File: src/rtl/linear_params_loader_pkg.sv
// Shared definitions for the conv unit's linear-parameter loader.
package linear_params_loader_pkg;

   // Width of the DMA read-path AXI-Stream carrying packed parameters.
   localparam int unsigned axis_data_width = 64;

   typedef enum logic [1:0] {
      StIdle  = 2'd0,
      StLoadA = 2'd1,
      StLoadB = 2'd2,
      StDone  = 2'd3
   } load_state_e;

   // Ceiling log2: number of bits needed to index 'value' entries.
   function automatic int unsigned clogb2(input int unsigned value);
      int unsigned v;
      int unsigned r;
      v = (value > 0) ? value - 1 : 0;
      r = 0;
      while (v > 0) begin
         r = r + 1;
         v = v >> 1;
      end
      return r;
   endfunction

endpackage

File: src/rtl/linear_params_loader_param_beat_unpacker.sv
// One-beat holding register that hands out one parameter slot per clock.
module linear_params_loader_param_beat_unpacker
   import linear_params_loader_pkg::*;
#(
   parameter int unsigned param_width = 16
) (
   input  logic                       clk,
   input  logic                       rst_n,
   input  logic                       loading,
   input  logic                       section_end,
   input  logic                       load_end,
   input  logic [axis_data_width-1:0] s_axis_data,
   input  logic                       s_axis_last,
   input  logic                       s_axis_valid,
   output logic                       s_axis_ready,
   output logic                       held_valid,
   output logic                       held_last,
   output logic                       beat_release,
   output logic [param_width-1:0]     slot_data
);

   localparam int unsigned slots_per_beat = axis_data_width / param_width;
   localparam int unsigned slot_width = (slots_per_beat > 1) ? clogb2(slots_per_beat) : 1;
   localparam logic [slot_width-1:0] last_slot = slot_width'(slots_per_beat - 1);

   logic [axis_data_width-1:0] data_q;
   logic                       valid_q;
   logic                       last_q;
   logic [slot_width-1:0]      slot_q;
   logic                       accept;

   // Release, ready and slot selection from the held beat.
   always_comb begin
      beat_release = valid_q && ((slot_q == last_slot) || section_end);
      // The release that ends the load must not pull in a beat of the next block.
      s_axis_ready = loading && (!valid_q || (beat_release && !load_end));
      accept       = s_axis_valid && s_axis_ready;
      held_valid   = valid_q;
      held_last    = last_q;
      slot_data    = data_q[32'(slot_q) * param_width +: param_width];
   end

   // Holding register: load on handshake, step slot per write, drop outside a load.
   always_ff @(posedge clk) begin
      if (!rst_n || !loading) begin
         valid_q <= 1'b0;
         last_q  <= 1'b0;
         slot_q  <= '0;
      end else if (accept) begin
         data_q  <= s_axis_data;
         last_q  <= s_axis_last;
         valid_q <= 1'b1;
         slot_q  <= '0;
      end else if (beat_release) begin
         valid_q <= 1'b0;
         last_q  <= 1'b0;
         slot_q  <= '0;
      end else if (valid_q) begin
         slot_q <= slot_q + slot_width'(1);
      end
   end

endmodule

File: src/rtl/linear_params_loader.sv
// Streams packed A/B linear parameters from AXI-Stream into the conv parameter buffer.
module linear_params_loader
   import linear_params_loader_pkg::*;
#(
   parameter int unsigned kernal_param_data_width = 16,
   parameter int unsigned max_kernal_n            = 512,
   parameter int unsigned simulation_delay        = 1
) (
   input  logic                               clk,
   input  logic                               rst_n,
   input  logic                               blk_start,
   output logic                               blk_idle,
   output logic                               blk_done,
   output logic                               blk_err,
   input  logic [15:0]                        kernal_n,
   input  logic [axis_data_width-1:0]         s_axis_data,
   input  logic                               s_axis_last,
   input  logic                               s_axis_valid,
   output logic                               s_axis_ready,
   output logic                               buffer_wen_a,
   output logic                               buffer_wen_b,
   output logic [15:0]                        buffer_waddr,
   output logic [kernal_param_data_width-1:0] buffer_din_a,
   output logic [kernal_param_data_width-1:0] buffer_din_b
);

   localparam logic [15:0] max_kn_idx = 16'(max_kernal_n - 1);

   // Registers update in zero time; simulation_delay only annotates gate-level output delay.
   if (simulation_delay > 0) begin : g_sim_delay
   end

   load_state_e state_q, state_d;
   logic [15:0] kn_q;
   logic [15:0] cnt_q;
   logic        err_q;

   logic                               wen_a_q, wen_b_q;
   logic [15:0]                        waddr_q;
   logic [kernal_param_data_width-1:0] din_a_q, din_b_q;

   logic                               loading;
   logic                               section_end;
   logic                               load_end;
   logic                               held_valid;
   logic                               held_last;
   logic                               beat_release;
   logic [kernal_param_data_width-1:0] slot_data;

   // Section/load termination conditions seen by both the FSM and the unpacker.
   always_comb begin
      loading     = (state_q == StLoadA) || (state_q == StLoadB);
      section_end = (cnt_q == kn_q);
      load_end    = beat_release && (held_last || ((state_q == StLoadB) && section_end));
   end

   linear_params_loader_param_beat_unpacker #(
      .param_width (kernal_param_data_width)
   ) u_unpacker (
      .clk          (clk),
      .rst_n        (rst_n),
      .loading      (loading),
      .section_end  (section_end),
      .load_end     (load_end),
      .s_axis_data  (s_axis_data),
      .s_axis_last  (s_axis_last),
      .s_axis_valid (s_axis_valid),
      .s_axis_ready (s_axis_ready),
      .held_valid   (held_valid),
      .held_last    (held_last),
      .beat_release (beat_release),
      .slot_data    (slot_data)
   );

   // FSM state register.
   always_ff @(posedge clk) begin
      if (!rst_n) begin
         state_q <= StIdle;
      end else begin
         state_q <= state_d;
      end
   end

   // FSM next state; a beat flagged last ends the load once its slots are written.
   always_comb begin
      state_d = state_q;
      unique case (state_q)
         StIdle:  if (blk_start) state_d = StLoadA;
         StLoadA: begin
            if (load_end) begin
               state_d = StDone;
            end else if (held_valid && section_end) begin
               state_d = StLoadB;
            end
         end
         StLoadB: if (load_end) state_d = StDone;
         StDone:  state_d = StIdle;
         default: state_d = StIdle;
      endcase
   end

   // Kernel count latch, kernel counter and sticky error flag.
   always_ff @(posedge clk) begin
      if (!rst_n) begin
         kn_q  <= '0;
         cnt_q <= '0;
         err_q <= 1'b0;
      end else if ((state_q == StIdle) && blk_start) begin
         kn_q  <= (kernal_n > max_kn_idx) ? max_kn_idx : kernal_n;
         err_q <= (kernal_n > max_kn_idx);
         cnt_q <= '0;
      end else if (state_q == StDone) begin
         err_q <= 1'b0;
      end else if (held_valid) begin
         if ((state_q == StLoadA) && section_end) begin
            cnt_q <= '0;
         end else begin
            cnt_q <= cnt_q + 16'd1;
         end
         // Error unless the last flag coincides exactly with the final B parameter.
         if (load_end && (held_last != ((state_q == StLoadB) && section_end))) begin
            err_q <= 1'b1;
         end
      end
   end

   // Registered buffer write port; din holds its value between writes.
   always_ff @(posedge clk) begin
      if (!rst_n) begin
         wen_a_q <= 1'b0;
         wen_b_q <= 1'b0;
         waddr_q <= '0;
         din_a_q <= '0;
         din_b_q <= '0;
      end else begin
         wen_a_q <= held_valid && (state_q == StLoadA);
         wen_b_q <= held_valid && (state_q == StLoadB);
         if (held_valid) begin
            waddr_q <= cnt_q;
         end
         if (held_valid && (state_q == StLoadA)) begin
            din_a_q <= slot_data;
         end
         if (held_valid && (state_q == StLoadB)) begin
            din_b_q <= slot_data;
         end
      end
   end

   // FSM outputs and write-port drive.
   always_comb begin
      blk_idle     = (state_q == StIdle);
      blk_done     = (state_q == StDone);
      blk_err      = (state_q == StDone) && err_q;
      buffer_wen_a = wen_a_q;
      buffer_wen_b = wen_b_q;
      buffer_waddr = waddr_q;
      buffer_din_a = din_a_q;
      buffer_din_b = din_b_q;
   end

endmodule

File: config.mk
export PLATFORM = sky130hd
export DESIGN_NAME = linear_params_loader
export DESIGN_NICKNAME = d
export VERILOG_FILES = /design/src/rtl/linear_params_loader_pkg.sv /design/src/rtl/linear_params_loader_param_beat_unpacker.sv /design/src/rtl/linear_params_loader.sv
export SDC_FILE = /design/constraint.sdc
export NUM_CORES = 1
export LEC_CHECK = 0
export ABC_AREA = 1
export CAP_MARGIN = 20
export CELL_PAD_IN_SITES_DETAIL_PLACEMENT = 1
export CELL_PAD_IN_SITES_GLOBAL_PLACEMENT = 1
export CORE_ASPECT_RATIO = 1.2
export CORE_UTILIZATION = 34
export CTS_CLUSTER_SIZE = 25
export DETAILED_ROUTE_END_ITERATION = 8
export GPL_ROUTABILITY_DRIVEN = 1
export HOLD_SLACK_MARGIN = 0.05
export MAX_ROUTING_LAYER = met4
export PLACE_DENSITY_LB_ADDON = 0.1
export SLEW_MARGIN = 10
export SYNTH_ARGS = -nofsm -noshare
export SYNTH_HDL_FRONTEND = slang
export SYNTH_SLANG_ARGS = --single-unit
File: constraint.sdc
create_clock -name clk -period 4.7 [get_ports clk]
set_input_delay 0.47 -clock clk [delete_from_list [all_inputs] [get_ports clk]]
set_output_delay 0.47 -clock clk [all_outputs]
set_load 0.05 [all_outputs]
# Word level (Yosys, flattened, before mapping)
# Cells that the tools add are included.
# word_totals
ff_bits,153
latch_bits,0
ram_bits,0
romBits,0
in_bits,85
elab_cells,75
n_memories,0
# op_classes
add_sub_neg,2
multipliers,0
div,0
n_lt_le_gt_ge,1
eq_ne,9
shifts,1
n_mux,14
n_bitwise,3
n_reduce_logical,32
# op_table
operator,n
$shiftx A64 B7 Y16,1
$mux W16,2
$add A16 B1 Y16 const B,1
$eq A16 B16 Y1,1
$gt A16 B9 Y1 const B,1
$logic_and A1 B1 Y1,13
$mux W2,4
$pmux W2 S4,1
$mux W1,7
$eq A2 B2 Y1 const B,3
$reduce_and A2 Y1,3
$reduce_bool A3 Y1,2
$logic_or A1 B1 Y1,5
$logic_not A1 Y1,4
$ne A2 B2 Y1 const B,2
$ne A3 B2 Y1 const B,1
$not A1 Y1,3
$reduce_and A3 Y1,1
$reduce_or A3 Y1,1
$add A2 B1 Y2 const B,1
$eq A2 B1 Y1 const B,1
$logic_not A2 Y1,1
$reduce_bool A2 Y1,1
$reduce_or A2 Y1,1
$ne A1 B1 Y1,1

# Longest topological paths before layout
# Gate-level depths: netlist (run 1).
# depth
depth_word,10
depth_mapped,14
mapped_depth_nobuf,14

# Hierarchy
# From an unflattened synthesis (run 1), not the netlist that was laid out.
# hier_totals
cells_unflattened,661
hier_area_um2,6093.3
# by_module_without_submodules
mod,instances,cells_each,area_each_um2,seq_area_each_um2
linear_params_loader,1,477,3538.4,1701.6
linear_params_loader_param_beat_unpacker,1,184,2555.0,2001.9

# Worst setup path after synthesis (run 1)
# OpenSTA, ideal clock, no wires.
# synth_path
path_type,flip-flop to flip-flop
start,reg cnt_q[13]
end,"reg u_unpacker.data_q[0], enable pin"
t_arrival_ns,4.567
t_required_ns,4.213
slack_ns,-0.353
path_stages_with_launch,13
n_path_buf,0
period_less_slack_ns,5.053
cell_sequence,dfxtp_1 -> inv_1 -> nand2_1 -> nand2_1 -> nor2_1 -> nand2_1 -> nor2_1 -> nand2_1 -> nand2_1 -> nand2_1 -> a21boi_2 -> nand2_1 -> nor2_1
# synth_via
elab_chain_len,10
elab_cells_between_ends,12
cone_classes,eq/ne: 1; reduce/logical: 11
# synth_rtl
element,line,source
"start, declared",linear_params_loader.sv:35,logic [15:0] cnt_q;
"start signal, assigned",linear_params_loader.sv:118,cnt_q <= cnt_q + 16'd1;
$eq A16 B16 Y1 *,linear_params_loader.sv:53,section_end = (cnt_q == kn_q);
$logic_or A1 B1 Y1 or $logic_and A1 B1 Y1 (tied branches),"linear_params_loader_param_beat_unpacker.sv:34, linear_params_loader.sv:54",
$logic_and A1 B1 Y1 or $logic_or A1 B1 Y1 (tied branches),"linear_params_loader_param_beat_unpacker.sv:34, linear_params_loader.sv:54",
$logic_and A1 B1 Y1,linear_params_loader.sv:54,load_end = beat_release && (held_last || ((state_q == StLoadB) && section_end));
$logic_not A1 Y1,linear_params_loader_param_beat_unpacker.sv:36,s_axis_ready = loading && (!valid_q || (beat_release && !load_end));
$logic_and A1 B1 Y1 *,linear_params_loader_param_beat_unpacker.sv:36,
$logic_or A1 B1 Y1 *,linear_params_loader_param_beat_unpacker.sv:36,
$logic_and A1 B1 Y1 *,linear_params_loader_param_beat_unpacker.sv:36,
net s_axis_ready,linear_params_loader.sv:19,"output logic s_axis_ready,"
$logic_and A1 B1 Y1 *,linear_params_loader_param_beat_unpacker.sv:37,accept = s_axis_valid && s_axis_ready;
$reduce_and A2 Y1 (no source line) *,-,
"end signal, assigned",linear_params_loader_param_beat_unpacker.sv:50,data_q <= s_axis_data;
"end, declared",linear_params_loader_param_beat_unpacker.sv:26,logic [axis_data_width-1:0] data_q;
# Mark *: on every way through the listed nets, which the timed path passes. The rest lies on a longest branch.
# A chain may end at the register's enable or synchronous reset.

# Worst setup path after layout (run 1)
# layout_path
start,reg cnt_q[10]
end,out s_axis_ready
# layout_via
elab_chain_len,8
elab_cells_between_ends,10
cone_classes,eq/ne: 1; reduce/logical: 9
# layout_rtl
element,line
$eq A16 B16 Y1 *,linear_params_loader.sv:53
$logic_or A1 B1 Y1 or $logic_and A1 B1 Y1 (tied branches),"linear_params_loader_param_beat_unpacker.sv:34, linear_params_loader.sv:54"
$logic_and A1 B1 Y1 or $logic_or A1 B1 Y1 (tied branches),"linear_params_loader_param_beat_unpacker.sv:34, linear_params_loader.sv:54"
$logic_and A1 B1 Y1,linear_params_loader.sv:54
$logic_not A1 Y1,linear_params_loader_param_beat_unpacker.sv:36
$logic_and A1 B1 Y1 *,linear_params_loader_param_beat_unpacker.sv:36
$logic_or A1 B1 Y1 *,linear_params_loader_param_beat_unpacker.sv:36
$logic_and A1 B1 Y1 *,linear_params_loader_param_beat_unpacker.sv:36
"end, declared",linear_params_loader.sv:19
# Every way passes the cells marked *; elsewhere a longest branch is shown, timed or not.

==> metrics.yaml, run 1 <==
status: "finished clean"
r2r-end: "u_unpacker.data_q[21]$_DFFE_PP_"
drv_cap: 0
worst_slack_ns: 1.361
antenna_cells: 0
yosysUniqueCellTypes: 27
worst_slew_pin_slew_ns: 0.9769
cts_root_buf: "clkbuf_16"
critPathArrivalTime_ns: 2.87
cp-start-kind: "flop"
hold_buffers: 0
critPathMostFrequentCell: "nand2_1"
netlist_area_um2: 5963
postCtsSetupRepairBufs: 0
synthesis.instances: 624
synth.largest_area_cell: "edfxtp_1"
clkTransAtPathRegs_ns: 0.06
grt_pass1_vias: 5202
routed_wl_um: 16230
holdPathStages: 2
grtUsageTotal_pct: 19.60
post_drt_wl_per_cell_um: 16.41
cts_max_path_buffers: 2
die_area_um2: 18070
worst-path-max-fanout: 5
drtAntennaViolNets: 0
finalCriticalPeriod_ns: 3.339
cpPeakStageDelay_ns: 0.85
first_iter_violations: 131
synth_edf_count: 64
die_w_um: 122.9
period_share_pct: 71.04
start_util_pct: 35.12
synth_nets: 716
tritoncts: "built"
io_buffers: 138
met2_usage_pct: 34.63
drc: 0
ys_top_cells_by_count: "nand2_1 (144), dfxtp_1 (89), a21oi_1 (76), edfxtp_1 (64), o21ai_0 (51)"
use_met1_pct: 20.80
nNetsFinal: 852
die_h_um: 147.1
finalPower_w: 0.003867
num_rows: 52
yosysWarnings: 0
hpwl_um: 11370
hold_path_startpoint: "kn_q[9]$_SDFFE_PN0P_"
cts_sinks: 153
min_to: "kn_q[9]$_SDFFE_PN0P_"
endpoint_kind: "primary output"
peakVddDrop_mv: 0.2722
synthToLayoutAreaGrowth_pct: 38.38
grt_overflow: 0
p_per_area_nw_per_um2: 468.6
rsz0062_at_grt: "false"
grt_max_degree: 49
slowest_stage: "clkdlybuf4s50_1"
max_clock_freq_mhz: 299.5
worstPathRequired_ns: 4.23
hold_slack_ns: 0.4559
grt_pass1_wl_um: 25950
gr-usage-met3_pct: 5.668
clock_latency_ns: 0.43
ys_seq_elements: 153
drtPass1Iterations: 4
synth.top_cell.area_share_pct: 32.23
seq_area_frac_synth_pct: 62.11
post_cts_resized: 0
busiest_layer: "met2"
hold_path_class: "flop to flop"
vias: 4845
synth_area_leaders: "edfxtp_1 (32%), dfxtp_1 (30%), nand2_1 (9.1%), a21oi_1 (6.4%), o21ai_0 (4.3%)"
drive_gt1_share_pct: 6.727
synth_flop_cell: "dfxtp_1"
finalSetupTns_ns: 0
crit_path_cell_trace: "inv_1 > nand2_1 > nand2_1 > nor2_1 > nand2_1 > nor2_1 > nand2_1 > nand2_1 > nand2_1 > a21boi_2 > clkdlybuf4s50_1"
finalSetupViolations: 0
r2r_slack_ns: 1.50
p_leak_nw: 3.039
critPathKind: "flop to primary output"
core_um2: 16980
r2r_cells: 13
hold_viol_final: 0
reg2reg_from: "cnt_q[10]$_SDFFE_PP0P_"
finalClockSkew_ns: 0.009509
antenna_found_initial: 0
cts_buffers: 17
gp_congestion: 0.7709
maxSlewViolCount: 0
async_flop_share_pct: 0
avgSynthCellArea_um2: 9.556
relSlewSlack_pct: 34.80
pre_cts_ws_ns: 1.458
synth_most_common_cell: "nand2_1"
via_per_inst: 4.899
num_io_pins: 139
htree_levels: 4
[area by class of cell]
type | instances | area [um2]
Inverter | 52 | 195.2
Clock inverter | 15 | 246.5
Sequential cell | 153 | 3704
Fill cell | 1933 | 8730
Multi-Input combinational cell | 390 | 1962
Tap cell | 216 | 270.3
Clock buffer | 17 | 425.4
Timing Repair Buffer | 146 | 1449
[logic make-up after synthesis]
family | Yosys count | synth area share (%)
AND/OR/NAND/NOR | 222 | 15.67
flip-flops | 153 | 62.11
adder cells (fa/ha/maj) | 7 | 1.469
XOR/XNOR | 4 | 0.5874
AO/OA/AOI/OAI | 157 | 15.04
buffers and inverters | 81 | 5.120
[worst max-delay path, delay by kind of cell (launching register included)]
kind / cells / cell delay, ns
AO/OA/AOI/OAI: 1 / 0.19
buffers and inverters: 2 / 0.97
flip-flops: 1 / 0.39
AND/OR/NAND/NOR: 8 / 0.89
[registers in the layout (all words and copies together) (netlist names)]
register	flops
buffer_din_a	16
buffer_din_b	16
buffer_waddr	16
buffer_wen_a	1
buffer_wen_b	1
cnt_q	16
err_q	1
kn_q	16
state_q	2
u_unpacker.data_q	64
u_unpacker.held_last	1
u_unpacker.held_valid	1
u_unpacker.slot_q	2
[per-stage QoR]
| step | cells | utilization [%] | cell area, um2 |
|---|---|---|---|
| after floorplan | 624 | - | 5966 |
| after global placement | 956 | 44.55 | 7565 |
| after detailed placement | 956 | 44.55 | 7565 |
| after CTS | 988 | 48.50 | 8237 |
| after global routing | 989 | 48.59 | 8252 |
| final | 989 | 48.59 | 8252 |
[how the worst max path moves through the flow]
stage / from / endpoint / slack [ns] / depth (start not counted)
CTS: cnt_q[10]$_SDFFE_PP0P_ / s_axis_ready / 1.30 / 11
floorplan: cnt_q[13]$_SDFFE_PP0P_ / u_unpacker.data_q[0]$_DFFE_PP_ / 0.71 / 12
finish: cnt_q[10]$_SDFFE_PP0P_ / s_axis_ready / 1.36 / 11
global placement: cnt_q[10]$_SDFFE_PP0P_ / u_unpacker.data_q[12]$_DFFE_PP_ / 1.62 / 13
detailed placement: cnt_q[10]$_SDFFE_PP0P_ / u_unpacker.data_q[52]$_DFFE_PP_ / 1.46 / 13
global route: cnt_q[10]$_SDFFE_PP0P_ / s_axis_ready / 1.17 / 11
[layer usage]
metal	vias up	share of wire (%)
met5	-	0
met2	109	53
met3	15	4.9
li1	2391	-
met1	2330	40
met4	0	1.3
[power by group]
part	internal, W	switching, W
Clock	0.000997	0.000550
Combinational	0.000257	0.000472
Sequential	0.00154	0.0000565
Total	0.00279	0.00108
[placed cells by master (no fill, tap or decap), types with 3 or more instances in the layout]
master,instances
clkdlybuf4s50_1,138
a211oi_1,10
clkinv_4,3
dfxtp_1,89
buf_4,7
xor2_1,4
bufinv_16,6
edfxtp_1,64
a21oi_1,76
nor3b_1,4
inv_1,49
nand2_1,144
nor2_4,4
o21ai_1,3
clkinv_1,3
nor2_1,33
ha_1,7
clkbuf_16,17
o21ai_0,51
nor3_1,14
a32o_1,16
nor2_2,3
nand3_1,12
Power figures use the tool's default switching activity.
==> run 2, diff against run 1 <==
Settings changed: CORE_UTILIZATION 34 to 38.
Clock period 4.7 ns to 3.2 ns, I/O delays scaled along.
==> run 2 against run 1 <==
  * Non-clock buffer count rose by 3
  * Final cell count decreased by 0.91%
  * Core utilization increased by 6.0 points
  * Sequential power is 47% higher
  * Critical endpoint is now u_unpacker.data_q[10]$_DFFE_PP_
  * Largest cell class unchanged
  * Highest routed layer unchanged
==> metrics.yaml, run 2 (synthesized netlist as in run 1, its figures left out) <==
die_h_um: 139.2  # was 147.1 um
grt_pass1_wl_um: 26930  # was 25950 um
routed_wl_um: 16830  # was 16230 um
synthToLayoutAreaGrowth_pct: 38.69  # was 38.38%
cts_root_buf: "clkbuf_16"  # unchanged
grt_pass1_vias: 5484  # was 5202
hold_viol_final: 0  # unchanged
hpwl_um: 11750  # was 11370 um
clock_latency_ns: 0.42  # was 0.43 ns
io_buffers: 138  # unchanged
tritoncts: "built"  # unchanged
drive_gt1_share_pct: 6.959  # was 6.727%
grt_overflow: 0  # unchanged
vias: 4989  # was 4845
worst_slew_pin_slew_ns: 0.6977  # was 0.9769 ns
peakVddDrop_mv: 0.3143  # was 0.2722 mV
cp-start-kind: "flop"  # unchanged
relSlewSlack_pct: 53.17  # was 34.80%
maxSlewViolCount: 0  # unchanged
nNetsFinal: 855  # was 852
post_drt_wl_per_cell_um: 17.17  # was 16.41 um
die_w_um: 116.4  # was 122.9 um
hold_buffers: 0  # unchanged
worstPathRequired_ns: 3.28  # was 4.23 ns
gp_congestion: 0.8556  # was 0.7709
antenna_cells: 0  # unchanged
dp.cells: 948  # was 956
finalClockSkew_ns: 0.009098  # was 0.009509 ns
top_register: "u_unpacker.data_q"  # unchanged
post_cts_resized: 0  # unchanged
critPathKind: "flop to flop"  # was flop to primary output
hold_path_startpoint: "s_axis_data[7]"  # was kn_q[9]$_SDFFE_PN0P_
cts_buffers: 17  # unchanged
core_um2: 15140  # was 16980 um2
finalSetupViolations: 0  # unchanged
clkTransAtPathRegs_ns: 0.06  # about the same
holdPathStages: 1  # was 2
largest_reg_flops: 64  # unchanged
cts_sinks: 153  # unchanged
mostFrequentLayoutCells: "nand2_1 (144), clkdlybuf4s50_1 (137), dfxtp_1 (89)"  # was nand2_1 (144), clkdlybuf4s50_1 (138), dfxtp_1 (89)
rsz0062_at_grt: "false"  # unchanged
drv_cap: 0  # unchanged
htree_levels: 4  # unchanged
die_area_um2: 16200  # was 18070 um2
finalSetupTns_ns: 0  # unchanged
r2r_slack_ns: 0.61  # was 1.50 ns
max_clock_freq_mhz: 385.9
status: "finished clean"  # unchanged
drc: 0  # unchanged
p_leak_nw: 3.062  # was 3.039 nW
antenna_found_initial: 0  # unchanged
worst-path-max-fanout: 64  # was 5
endpoint_kind: "flop"  # was primary output
drtAntennaViolNets: 0  # unchanged
grt_max_degree: 65  # was 49
num_io_pins: 139  # unchanged
cts_max_path_buffers: 2  # unchanged
via_per_inst: 5.091  # was 4.899
finalNonFillerCells: 980  # was 989
critPathArrivalTime_ns: 2.67  # was 2.87 ns
r2r-end: "u_unpacker.data_q[10]$_DFFE_PP_"  # was u_unpacker.data_q[21]$_DFFE_PP_
period_share_pct: 80.98
hold_slack_ns: 0.4486  # was 0.4559 ns
mostFrequentLayoutCell: "nand2_1"  # unchanged
reg2reg_from: "cnt_q[14]$_SDFFE_PP0P_"  # was cnt_q[10]$_SDFFE_PP0P_
finalCriticalPeriod_ns: 2.591
num_rows: 49  # was 52
start_util_pct: 39.38  # was 35.12%
grtUsageTotal_pct: 22.73  # was 19.60%
fillCellCount: 1720  # was 1933
r2r_cells: 13  # unchanged
postCtsSetupRepairBufs: 0  # unchanged
min_to: "u_unpacker.data_q[7]$_DFFE_PP_"  # was kn_q[9]$_SDFFE_PN0P_
drtPass1Iterations: 4  # unchanged
hold_path_class: "input pin to flop"  # was flop to flop
final_util_pct: 54.61  # was 48.59%
first_iter_violations: 192  # was 131
p_per_area_nw_per_um2: 692.3  # was 468.6 nW/um2
## run 2: per-stage QoR
step	worst slack [ns]	area, um2	power (W)
floorplan	0.08098	5978	0.003056
global placement	0.7533	7610	0.003482
detailed placement	0.6466	7610	0.003533
CTS	0.6017	8270	0.005800
global route	0.3511	8270	0.005979
finish	0.6087	8270	0.005726
## run 2: worst max-delay path, cell delays in order (launching register included)
cell      delay (ns)
dfxtp_1         0.37
inv_1           0.10
nand2_1         0.07
nand2_1         0.05
nor2_1          0.17
nand2_1         0.08
nor2_1          0.16
nand2_1         0.10
nand2_1         0.13
nand2_1         0.11
a21boi_4        0.19
nand2_1         0.18
nor2_4          0.16
buf_12          0.30
## run 2: cell type report
type,count,area [um2],share of cell area (%)
sequential,153,3704,44.78
inverter,52,195.2,2.360
timing repair buffer,149,1486,17.97
multi-input combinational,390,1969,23.81
clock buffer,21,440.4,5.325
clock inverter,11,220.2,2.663
tap,204,255.2,3.086
## run 2: power by group
part | total (W) | leakage, nW | internal (W) | switching, W
logic | 0.00115 | 1.44 | 0.000424 | 0.000722
registers | 0.00234 | 1.30 | 0.00225 | 0.0000815
clock network | 0.00224 | 0.320 | 0.00147 | 0.000776
## run 2: how the worst max path moves through the flow
stage                                      end  cells past startpoint                   start  slack [ns]
4_1_cts        u_unpacker.data_q[26]$_DFFE_PP_                     13  cnt_q[14]$_SDFFE_PP0P_        0.60
3_5_place_dp   u_unpacker.data_q[55]$_DFFE_PP_                     13   cnt_q[4]$_SDFFE_PP0P_        0.65
5_1_grt        u_unpacker.data_q[26]$_DFFE_PP_                     13   cnt_q[3]$_SDFFE_PP0P_        0.35
3_3_place_gp   u_unpacker.data_q[25]$_DFFE_PP_                     13   cnt_q[4]$_SDFFE_PP0P_        0.75
6_report       u_unpacker.data_q[10]$_DFFE_PP_                     13  cnt_q[14]$_SDFFE_PP0P_        0.61
2_1_floorplan   u_unpacker.data_q[0]$_DFFE_PP_                     12  cnt_q[13]$_SDFFE_PP0P_        0.08
## run 2: metal layers
| layer | up-vias | GRT usage, % | share of wire, % |
|---|---|---|---|
| met4 | 0 | 9.109 | 2.6 |
| li1 | 2409 | - | - |
| met2 | 137 | 40.55 | 55 |
| met1 | 2410 | 22.95 | 37 |
| met3 | 33 | 6.272 | 5.3 |
| met5 | - | - | 0 |
==> run 3, diff against run 2 <==
Settings changed: CORE_UTILIZATION 38 to 34.
Clock period 3.2 ns to 2.2 ns, I/O delays scaled along.
==> run 3 against run 2 <==
  * The flow now finishes with violations (setup timing)
  * Critical path depth down 1
  * Worst setup slack worse by 0.64 ns
  * Flip-flop and latch count unchanged
  * Worst hold slack worse by 0.10 ns
  * Global-route usage down 2.5 points
  * Clock-buffer cell count down 1
  * Non-clock buffer count up 26
  * Final cell count up 3.9%
  * Register-to-register slack worse by 0.53 ns
  * Sequential power up 45%
  * Via count up 0.60%
  * Routed wire length up 1.7%
  * Critical path type is now flop to primary output
  * Largest power group unchanged
  * Highest routed layer unchanged
==> metrics.yaml, run 3 (synthesized netlist as in run 1, its figures left out) <==
status: "complete, but fails checks"  # was finished clean
failed_checks: "setup timing"
cp-start-kind: "flop"  # unchanged
drive_gt1_share_pct: 16.58  # was 6.959%
rsz0062_at_grt: "true"  # was false
cts_root_buf: "clkbuf_16"  # unchanged
critPathArrivalTime_ns: 2.01  # was 2.67 ns
final_util_pct: 50.63  # was 54.61%
grt_pass1_vias: 5458  # was 5484
core_um2: 16980  # was 15140 um2
grt_overflow: 0  # unchanged
antenna_found_initial: 0  # unchanged
num_io_pins: 139  # unchanged
start_util_pct: 35.12  # was 39.38%
r2r_slack_ns: 0.08  # was 0.61 ns
hpwl_um: 11800  # was 11750 um
grt_pass1_wl_um: 26920  # was 26930 um
die_h_um: 147.1  # was 139.2 um
hold_viol_final: 0  # unchanged
dp.cells: 972  # was 948
period_share_pct: 101.3
top_register: "u_unpacker.data_q"  # unchanged
peakVddDrop_mv: 0.4728  # was 0.3143 mV
drtAntennaViolNets: 0  # unchanged
critPathKind: "flop to primary output"  # was flop to flop
finalSetupViolations: 1  # was 0
endpoint_kind: "primary output"  # was flop
clock_latency_ns: 0.42  # about the same
die_area_um2: 18070  # was 16200 um2
p_per_area_nw_per_um2: 959.5  # was 692.3 nW/um2
hold_buffers: 0  # unchanged
seqPwrFrac_pct: 41.2  # was 40.8%
via_per_inst: 4.930  # was 5.091
r2r_cells: 14  # was 13
gr-usage-met3_pct: 6.755  # was 6.272%
routed_wl_um: 17120  # was 16830 um
worst_slew_pin_slew_ns: 0.5630  # was 0.6977 ns
use_met1_pct: 19.68  # was 22.95%
p_int_w: 0.005815  # was 0.004146 W
p_sw_share_pct: 29.52  # was 27.59%
grtUsageTotal_pct: 20.23  # was 22.73%
tritoncts: "built"  # unchanged
gp_congestion: 0.8010  # was 0.8556
io_buffers: 138  # unchanged
drc: 0  # unchanged
cp-endpoint: "s_axis_ready"  # was u_unpacker.data_q[10]$_DFFE_PP_
met2_usage_pct: 36.85  # was 40.55%
worst-path-max-fanout: 4  # was 64
largest_reg_flops: 64  # unchanged
cts_max_path_buffers: 2  # unchanged
p_comb_share_pct: 23.3  # was 20.0%
cts_buffers: 17  # unchanged
worst_slack_ns: -0.02947  # was 0.6087 ns
p_leak_nw: 3.201  # was 3.062 nW
power_switching_w: 0.002435  # was 0.001580 W
post_drt_wl_per_cell_um: 16.81  # was 17.17 um
nNetsFinal: 881  # was 855
clkTransAtPathRegs_ns: 0.07  # was 0.06 ns
num_rows: 52  # was 49
relSlewSlack_pct: 62.35  # was 53.17%
hold_path_class: "input pin to flop"  # unchanged
r2r-end: "u_unpacker.data_q[36]$_DFFE_PP_"  # was u_unpacker.data_q[10]$_DFFE_PP_
finalCriticalPeriod_ns: 2.229
holdPathStages: 1  # unchanged
mostFrequentLayoutCells: "clkdlybuf4s50_1 (135), nand2_1 (134), a21oi_1 (76)"  # was nand2_1 (144), clkdlybuf4s50_1 (137), dfxtp_1 (89)
mostFrequentLayoutCell: "clkdlybuf4s50_1"  # was nand2_1
reg2reg_from: "cnt_q[10]$_SDFFE_PP0P_"  # was cnt_q[14]$_SDFFE_PP0P_
antenna_cells: 0  # unchanged
finalNonFillerCells: 1018  # was 980
finalPower_w: 0.008250  # was 0.005726 W
startpoint: "cnt_q[10]$_SDFFE_PP0P_"  # was cnt_q[14]$_SDFFE_PP0P_
drtPass1Iterations: 4  # unchanged
vias: 5019  # was 4989
htree_levels: 4  # unchanged
grt_max_degree: 45  # was 65
finalClockSkew_ns: 0.01180  # was 0.009098 ns
p_clk_share_pct: 35.6  # was 39.2%
maxSlewViolCount: 0  # unchanged
first_iter_violations: 203  # was 192
drv_cap: 0  # unchanged
die_w_um: 122.9  # was 116.4 um
synthToLayoutAreaGrowth_pct: 44.19  # was 38.69%
pre_cts_ws_ns: -0.07050  # was 0.6466 ns
busiest_layer: "met2"  # unchanged
worstPathRequired_ns: 1.98  # was 3.28 ns
cts_sinks: 153  # unchanged
max_clock_freq_mhz: 448.5
-- run 3: worst min-delay path by stage --
stage	startpoint	to
finish	s_axis_data[31]	u_unpacker.data_q[31]$_DFFE_PP_
global route	s_axis_data[31]	u_unpacker.data_q[31]$_DFFE_PP_
CTS	s_axis_data[39]	u_unpacker.data_q[39]$_DFFE_PP_
detailed placement	kn_q[14]$_SDFFE_PN0P_	kn_q[14]$_SDFFE_PN0P_
global placement	kn_q[11]$_SDFFE_PN0P_	kn_q[11]$_SDFFE_PN0P_
floorplan	s_axis_data[0]	u_unpacker.data_q[0]$_DFFE_PP_
-- run 3: power groups by stage --
stage               logic [W]  clock network, W  registers, W
finish                0.00192           0.00294       0.00339
global route          0.00208           0.00311       0.00342
CTS                   0.00181           0.00300       0.00340
detailed placement    0.00175                 0       0.00345
global placement      0.00171                 0       0.00344
floorplan            0.000836                 0       0.00362
-- run 3: cell type report --
| type | instances | area, um2 |
|---|---|---|
| clock buffer | 20 | 456.7 |
| clock inverter | 12 | 138.9 |
| fill | 1898 | 8383 |
| inverter | 52 | 197.7 |
| multi-input combinational | 390 | 2052 |
| sequential | 153 | 3737 |
| tap | 216 | 270.3 |
| timing repair buffer | 175 | 1745 |
-- run 3: per-layer routing --
layer  part of all wire [%]  vias to the layer above  wire length [um]
met5                      0                        -                 0
met4                    1.6                        0               274
met3                    5.6                       20               959
met2                     55                      100              9355
met1                     38                     2439              6526
li1                       -                     2460                 -
-- run 3: worst max-delay path: stages, from the launching register on --
cell	delay (ns)
dfxtp_2	0.36
inv_2	0.05
nand2_1	0.06
nand2_1	0.06
nor2_2	0.15
nand2_2	0.08
nor2_4	0.15
nand3_2	0.10
ha_4	0.18
nand2_4	0.06
a21boi_4	0.05
buf_6	0.14
buf_12	0.14
-- run 3: what timing repair did --
| action | 4_1_cts | 5_1_grt |
|---|---|---|
| resized for setup | 19 | 19 |
| cloned | 0 | 3 |
| setup buffers | 7 | 4 |
| setup endpoints to repair | 66 | 66 |
| pin swaps | 13 | 10 |
-- run 3: through the flow --
step	hold WS, ns	TNS, ns	area, um2
detailed placement	0.4557	-2.911	7741
finish	0.3483	-0.02947	8598
floorplan	0.3189	-47.68	6007
global placement	0.4377	0	7741
CTS	0.3329	-0.06403	8444
global route	0.3328	-0.6593	8598
